$ cat config.mk
export PLATFORM = sky130hd
export DESIGN_NAME = uart_cmd_frame_gen
export DESIGN_NICKNAME = d
export VERILOG_FILES = /design/src/rtl/uart_cmd_frame_gen.sv
export SDC_FILE = /design/constraint.sdc
export NUM_CORES = 1
export LEC_CHECK = 0
export CORE_UTILIZATION = 60
export DETAILED_ROUTE_END_ITERATION = 8
export PLACE_DENSITY = 0.82
export SYNTH_ARGS = -nofsm -noshare
export SYNTH_HDL_FRONTEND = slang
export SYNTH_SLANG_ARGS = --single-unit
$ cat constraint.sdc
create_clock -name CLK -period 7.25 [get_ports CLK]
set_clock_uncertainty 0.2 [all_clocks]
set_input_delay 1.45 -clock CLK [delete_from_list [all_inputs] [get_ports CLK]]
set_output_delay 1.45 -clock CLK [all_outputs]
set_load 0.1 [all_outputs]
$ cat src/rtl/uart_cmd_frame_gen.sv
// Command serializer: turns one register-file/ALU command into back-to-back UART frames
// (opcode first, then operands), LSB-first, optional parity, programmable bit period.
module uart_cmd_frame_gen #(
   parameter int unsigned GAP_BITS = 10
) (
   input  logic       CLK,
   input  logic       RST,
   input  logic [1:0] CMD_TYPE,
   input  logic [7:0] ARG0,
   input  logic [7:0] ARG1,
   input  logic [7:0] ARG2,
   input  logic       PAR_EN,
   input  logic       PAR_TYP,
   input  logic [5:0] PRESCALE,
   input  logic       CMD_VALID,
   output logic       CMD_READY,
   output logic       TX_OUT,
   output logic       BUSY,
   output logic       FRAME_DONE,
   output logic       CMD_DONE
);

   localparam int unsigned GAP_MAX = GAP_BITS * 32'd63;
   localparam int          GW      = (GAP_MAX < 32'd2) ? 1 : $clog2(GAP_MAX + 32'd1);

   typedef enum logic [2:0] {
      IDLE   = 3'd0,
      START  = 3'd1,
      DATA   = 3'd2,
      PARITY = 3'd3,
      STOP   = 3'd4,
      GAP    = 3'd5
   } state_t;

   function automatic logic parity_f(input logic [7:0] data, input logic odd);
      parity_f = (^data) ^ odd;
   endfunction

   function automatic logic [7:0] opcode_f(input logic [1:0] ty);
      case (ty)
         2'b00:   opcode_f = 8'hAA;
         2'b01:   opcode_f = 8'hBB;
         2'b10:   opcode_f = 8'hCC;
         2'b11:   opcode_f = 8'hDD;
         default: opcode_f = 8'hAA;
      endcase
   endfunction

   function automatic logic [1:0] last_frame_f(input logic [1:0] ty);
      case (ty)
         2'b00:   last_frame_f = 2'd2;
         2'b01:   last_frame_f = 2'd1;
         2'b10:   last_frame_f = 2'd3;
         2'b11:   last_frame_f = 2'd1;
         default: last_frame_f = 2'd1;
      endcase
   endfunction

   state_t          state_q, state_d;
   logic [5:0]      cnt_q, cnt_d;
   logic [2:0]      bit_q, bit_d;
   logic [1:0]      frame_q, frame_d;
   logic [GW-1:0]   gap_q, gap_d;

   logic [1:0]      type_q;
   logic [7:0]      a0_q, a1_q, a2_q;
   logic            par_en_q, par_typ_q;
   logic [5:0]      pre_q;

   logic            tx_q, tx_d;
   logic            ready_q, ready_d;
   logic            busy_q;
   logic            fd_pend_q, fd_q;
   logic            cd_pend_q, cd_q;

   logic            accept_s;
   logic            tick_s;
   logic            stop_end_s;
   logic            cmd_end_s;
   logic            is_alu_s;
   logic [7:0]      cur_byte_s;
   logic [GW-1:0]   gap_lim_s;

   // ready_q is only ever 1 while the FSM sits in IDLE, so it doubles as the accept qualifier
   assign accept_s  = CMD_VALID & ready_q;
   assign tick_s    = (cnt_q == (pre_q - 6'd1));
   assign is_alu_s  = type_q[1];
   assign gap_lim_s = GW'(GAP_BITS * {26'd0, pre_q});

   // Byte currently being serialized, selected by frame index
   always_comb begin
      case (frame_q)
         2'd0:    cur_byte_s = opcode_f(type_q);
         2'd1:    cur_byte_s = a0_q;
         2'd2:    cur_byte_s = a1_q;
         2'd3:    cur_byte_s = a2_q;
         default: cur_byte_s = 8'h00;
      endcase
   end

   // FSM state register and counters
   always_ff @(posedge CLK or posedge RST) begin
      if (RST) begin
         state_q <= IDLE;
         cnt_q   <= 6'd0;
         bit_q   <= 3'd0;
         frame_q <= 2'd0;
         gap_q   <= '0;
      end else begin
         state_q <= state_d;
         cnt_q   <= cnt_d;
         bit_q   <= bit_d;
         frame_q <= frame_d;
         gap_q   <= gap_d;
      end
   end

   // Command capture at acceptance; inputs are ignored for the rest of the command
   always_ff @(posedge CLK or posedge RST) begin
      if (RST) begin
         type_q    <= 2'd0;
         a0_q      <= 8'h00;
         a1_q      <= 8'h00;
         a2_q      <= 8'h00;
         par_en_q  <= 1'b0;
         par_typ_q <= 1'b0;
         pre_q     <= 6'd1;
      end else if (accept_s) begin
         type_q    <= CMD_TYPE;
         a0_q      <= ARG0;
         a1_q      <= ARG1;
         a2_q      <= ARG2;
         par_en_q  <= PAR_EN;
         par_typ_q <= PAR_TYP;
         pre_q     <= (PRESCALE == 6'd0) ? 6'd1 : PRESCALE;
      end else begin
         type_q    <= type_q;
         a0_q      <= a0_q;
         a1_q      <= a1_q;
         a2_q      <= a2_q;
         par_en_q  <= par_en_q;
         par_typ_q <= par_typ_q;
         pre_q     <= pre_q;
      end
   end

   // Next-state and counter logic
   always_comb begin
      state_d    = state_q;
      cnt_d      = cnt_q;
      bit_d      = bit_q;
      frame_d    = frame_q;
      gap_d      = gap_q;
      stop_end_s = 1'b0;
      cmd_end_s  = 1'b0;
      case (state_q)
         IDLE: begin
            cnt_d   = 6'd0;
            bit_d   = 3'd0;
            frame_d = 2'd0;
            gap_d   = '0;
            if (accept_s) state_d = START;
            else          state_d = IDLE;
         end
         START: begin
            if (tick_s) begin
               cnt_d   = 6'd0;
               state_d = DATA;
            end else begin
               cnt_d   = cnt_q + 6'd1;
            end
         end
         DATA: begin
            if (tick_s) begin
               cnt_d = 6'd0;
               bit_d = bit_q + 3'd1;
               if (bit_q == 3'd7) state_d = par_en_q ? PARITY : STOP;
               else               state_d = DATA;
            end else begin
               cnt_d = cnt_q + 6'd1;
            end
         end
         PARITY: begin
            if (tick_s) begin
               cnt_d   = 6'd0;
               state_d = STOP;
            end else begin
               cnt_d   = cnt_q + 6'd1;
            end
         end
         STOP: begin
            if (tick_s) begin
               cnt_d      = 6'd0;
               stop_end_s = 1'b1;
               if (frame_q != last_frame_f(type_q)) begin
                  frame_d = frame_q + 2'd1;
                  state_d = START;
               end else if (is_alu_s && (GAP_BITS != 32'd0)) begin
                  gap_d   = '0;
                  state_d = GAP;
               end else begin
                  cmd_end_s = 1'b1;
                  state_d   = IDLE;
               end
            end else begin
               cnt_d = cnt_q + 6'd1;
            end
         end
         GAP: begin
            if (gap_q == (gap_lim_s - GW'(1))) begin
               cmd_end_s = 1'b1;
               state_d   = IDLE;
            end else begin
               gap_d     = gap_q + GW'(1);
            end
         end
         default: begin
            state_d = IDLE;
         end
      endcase
   end

   // Output decode; registered below, so the line lags the FSM by exactly one cycle
   always_comb begin
      case (state_q)
         START:   tx_d = 1'b0;
         DATA:    tx_d = cur_byte_s[bit_q];
         PARITY:  tx_d = parity_f(cur_byte_s, par_typ_q);
         STOP:    tx_d = 1'b1;
         default: tx_d = 1'b1;
      endcase
      if (state_q == IDLE) ready_d = ~accept_s;
      else                 ready_d = 1'b0;
   end

   // Registered outputs; done pulses go through a pending stage to land one cycle after the stop bit
   always_ff @(posedge CLK or posedge RST) begin
      if (RST) begin
         tx_q      <= 1'b1;
         ready_q   <= 1'b1;
         busy_q    <= 1'b0;
         fd_pend_q <= 1'b0;
         fd_q      <= 1'b0;
         cd_pend_q <= 1'b0;
         cd_q      <= 1'b0;
      end else begin
         tx_q      <= tx_d;
         ready_q   <= ready_d;
         busy_q    <= ~ready_d;
         fd_pend_q <= stop_end_s;
         fd_q      <= fd_pend_q;
         cd_pend_q <= cmd_end_s;
         cd_q      <= cd_pend_q;
      end
   end

   assign TX_OUT     = tx_q;
   assign CMD_READY  = ready_q;
   assign BUSY       = busy_q;
   assign FRAME_DONE = fd_q;
   assign CMD_DONE   = cd_q;

endmodule

After elaboration in Yosys (flattened, before gate mapping)

Cells that the tools add are included.

Bits in registers: 65
Input bits: 37

Order comparisons: 1
Mux-type cells: 40
Add/subtract/negate cells: 6
Multiply operators: 1
Reductions and logical operators: 15
Equal/unequal tests: 24
Bitwise operators: 4

Operators with widths:

| operator                | count |
|---|---|
| $pmux W8 S4             | 2 |
| $mux W10                | 4 |
| $mux W3                 | 10 |
| $pmux W10 S3            | 1 |
| $ne A2 B2 Y1 const B    | 9 |
| $pmux W3 S6             | 1 |
| $mux W6                 | 2 |
| $pmux W6 S2             | 1 |
| $add A10 B1 Y10 const B | 1 |
| $eq A10 B10 Y1          | 1 |
| $reduce_and A5 Y1       | 2 |
| $sub A10 B1 Y10 const B | 1 |
| $eq A3 B3 Y1 const B    | 3 |
| $mul A3 B6 Y9 const A   | 1 |
| $mux W1                 | 9 |
| $eq A2 B2 Y1 const B    | 4 |
| $mux W2                 | 4 |
| $reduce_xor A8 Y1       | 1 |
| $add A6 B1 Y6 const B   | 1 |
| $eq A3 B2 Y1 const B    | 2 |
| $eq A6 B6 Y1            | 1 |
| $logic_not A6 Y1        | 1 |
| $pmux W2 S3             | 1 |
| $pmux W3 S2             | 1 |
| 22 further kinds        | 27 |

Longest topological paths before layout

Word-level depth: 9
Gate-level depth with buffers: 13
Gate-level depth less buffers: 12

Worst setup path before layout

No wires, ideal clock.

Path kind: register to register
Start: register pre_q[3]
End: register gap_q[1]
Data required time: 6.922 ns
Library setup time: 0.128 ns
Period minus slack after synthesis: 3.253 ns
Cell stages (with the launch flop): 13
Slack: 3.997 ns
Arrival: 2.925 ns
Cells stage by stage: dfrtp_1 -> ha_1 -> ha_1 -> inv_1 -> fa_1 -> nand2b_1 -> o2bb2ai_1 -> xnor2_1 -> or3_4 -> xnor2_2 -> nor4_4 -> nor2_1 -> mux2_1

Longest elaborated chain between the ends: 5

Ends and longest elaborated chain:

| what                                 | line | source |
|---|---|---|
| start: declaration                   | 68   | `logic [5:0] pre_q;` |
| start signal: assignment             | 135  | `pre_q <= (PRESCALE == 6'd0) ? 6'd1 : PRESCALE;` |
| start signal: assignment             | 143  | `pre_q <= pre_q;` |
| $mul A3 B6 Y9                        | 88   | `assign gap_lim_s = GW'(GAP_BITS * {26'd0, pre_q});` |
| $sub A10 B1 Y10                      | 210  | `if (gap_q == (gap_lim_s - GW'(1))) begin` |
| $eq A10 B10 Y1                       | 210  |  |
| $ne A2 B2 Y1 (no source line)        | -    |  |
| $reduce_and A5 Y1 (no source line) * | -    |  |
| end signal: assignment               | 114  | `gap_q <= gap_d;` |
| end: declaration                     | 63   | `logic [GW-1:0] gap_q, gap_d;` |

Mark *: on every way between the ends. The rest lies on a longest branch, timed or not.
A chain may end at the register's enable or synchronous reset.

Worst setup path in the final report

Ends and elaborated chain as after synthesis.

==> flow_summary.ini <==
[layout]
final_cell_mix = dfrtp_1, clkdlybuf4s50_1, mux2_2
final_common_cell = dfrtp_1
multi_input_area_um2 = 2049
seqCellArea_um2 = 1630
instances_no_fill = 474
fin_util_pct = 74.44
drive_above_1_share_pct = 16.29
nFillCells = 421
area_growth_pct = 17.70
antenna_cells = 0
nets = 449

[pwr]
p_per_area_nw_per_um2 = 396.4
p_leak_uw = 0.001840
intPower_uw = 1075
power.switching_uw = 693.1
power_uw = 1768
combPwrFrac_pct = 47.7
pwr-share-clk_pct = 18.5
peakVddDrop_mv = 0.2916
p_sw_share_pct = 39.21
p_seq_share_pct = 33.9

[timing]
hold_viol = 0
period_share_pct = 53.59
final_max_slew_viol_count = 0
rsz0062_at_grt = false
fin_tns_setup_ps = 0
hold_slack_ps = 149.4
fin_crit_ps = 3885
tightestPinTransition_ps = 973.8
finalSetupViolations = 0
relSlewSlack_pct = 34.87
max_freq_ghz = 0.2574

[clock_tree]
root_buffer = clkbuf_8
clock-sinks = 65
post_cts_resized = 0
cts_max_level = 3
post_cts_buffers = 0
clk_pin_slew_ps = 70
cts.path.max_buffers = 2
clock_latency_ps = 350
cts_tree = built
cts_buffers = 9
ctsHoldBuffers = 0

[run_status]
status = completed

[worst_setup_path]
critPathLaunch = pre_q[3]
cp_max_fo = 19
end_kind = flip-flop
cp.arrival_ps = 3910
crit_type = reg -> reg
start_kind = flip-flop
r2r_slack_ps = 3360
path_cells = ha_1 > ha_1 > inv_1 > fa_1 > nand2b_1 > o2bb2ai_1 > xnor2_1 > or3_4 > xnor2_2 > nor4_4 > nor2_1 > mux2_1
cp.buffers_inverters = 1
cpMostUsedCell = ha_1
worstReg2RegStart = pre_q[3]
cp_top_family = simple AND/OR/NAND/NOR gates
critPathMaxStageDelay_ps = 620
crit_cells = 12
timing.rr.end = gap_q[1]
crit_slowest_cell = nor4_4
crit_path_end = gap_q[1]
cp.required_ps = 7280
rr_worst_depth = 12

[synth]
synth_top_area_share_pct = 40.95
synthArstFlopShare_pct = 100.0
yosysTopAreaCell = dfrtp_1
syn-mean-instance-area_um2 = 10.64
synthCells = 356
syn_area_um2 = 3789
synth_seq_cells = 65
synthDistinctLibCells = 56
dominantRegCellSynth = dfrtp_1
yosys-top-cells-area = dfrtp_1, mux2_2, xnor2_1
ys_seq_area_share_pct = 43.03
syn-num-nets = 411
synth_edf_count = 0
ys_warn_count = 0

[detailed_routing]
ant_nets = 0
wirelength_mm = 7.356
wl_per_cell_um = 15.52
vias = 2788
drc = 0
drt_pass1_iterations = 5
vias_per_cell = 5.882
drt_iter0_markers = 141

[place]
dp_hpwl_mm = 5.232
place_inst = 458
port_buffers = 41
gp_congestion = 0.8144

[floorplan]
row_count = 28
initial_core_util_pct = 63.24
die_w_um = 81.47
die_area_um2 = 6637
core-area_um2 = 5991
io_pins = 42
die_h_um = 81.47

[global_route]
grt_pass1_wl_mm = 12.64
grt_pass1_vias = 2807
grt_max_degree = 66
gr-usage-all-layers_pct = 25.42
antenna_found_initial = 0
grt_overflow_total = 0

[job]
maxCapViolCount = 0

[worst_hold_path]
hp-class = reg -> reg
[state kept, by name (all words and copies together) (netlist names), 3 cells and up]
name     count
a0_q         8
a1_q         8
a2_q         8
bit_q        3
cnt_q        6
gap_q       10
pre_q        6
state_q      3
[metal layers]
layer,part of all wire [%],track usage [%]
met1,44,30.40
met2,52,45.42
met3,2.9,5.889
met4,0.72,7.143
met5,0,0
[power groups by stage]
stage | clock network, uW | registers [uW] | logic, uW
after floorplan | 0 | 619 | 652
after global placement | 0 | 595 | 815
after detailed placement | 0 | 604 | 840
after CTS | 329 | 597 | 848
after global routing | 346 | 615 | 934
final | 326 | 598 | 843
[stage by stage]
| stage | setup WS [ps] | cell area, um2 |
|---|---|---|
| floorplan | 3979 | 3789 |
| global placement | 3490 | 4244 |
| detailed placement | 3402 | 4244 |
| CTS | 3397 | 4459 |
| global route | 3101 | 4459 |
| finish | 3365 | 4459 |
[cell usage after synthesis (2+ instances only)]
master    number
dfrtp_1       62
mux2_2        35
xnor2_1       25
nand2_1       23
a21oi_1       19
nor2_1        18
ha_1          17
clkbuf_1      12
inv_1         11
o21ai_0       10
xor2_1         8
nand2b_1       7
nand4_1        7
o21ai_1        7
a22o_1         6
nor2b_1        6
o31ai_1        6
a222oi_1       5
and3_1         5
nand3_1        5
nor3_1         5
or3_1          4
or4_1          4
a22oi_1        3
buf_2          3
dfstp_2        3
mux2i_1        3
o22ai_1        3
a311oi_1       2
a32o_1         2
and2_1         2
mux4_2         2
o21bai_1       2
o22a_1         2
[worst min path at each step]
stage | start | end | depth (start not counted)
global placement | cd_pend_q | CMD_DONE | 0
global route | fd_pend_q | FRAME_DONE | 0
detailed placement | cd_pend_q | CMD_DONE | 0
CTS | cd_pend_q | CMD_DONE | 0
finish | cd_pend_q | CMD_DONE | 0
floorplan | cd_pend_q | CMD_DONE | 0
[worst register-to-register path: stages (launching register included)]
cell	delay, ps
dfrtp_1	450
ha_1	320
ha_1	160
inv_1	50
fa_1	400
nand2b_1	160
o2bb2ai_1	160
xnor2_1	140
or3_4	380
xnor2_2	150
nor4_4	620
nor2_1	220
mux2_1	350
[cell families after synthesis]
logic type | Yosys count | synth area share (%)
adder cells (fa/ha/maj) | 18 | 6.143
AO/OA/AOI/OAI | 74 | 13.01
AND/OR/NAND/NOR | 95 | 13.57
XOR/XNOR | 35 | 8.686
flip-flops | 65 | 43.03
buffers and inverters | 28 | 2.873
multiplexers | 41 | 12.68
[layout make-up]
type	instances	share of cell area [%]
timing repair buffer	43	9.540
sequential	65	36.56
inverter	12	1.010
clock inverter	4	1.122
clock buffer	12	3.704
tap	75	2.104
multi-input combinational	263	45.96
No activity file was read; power rests on OpenSTA's default activity.
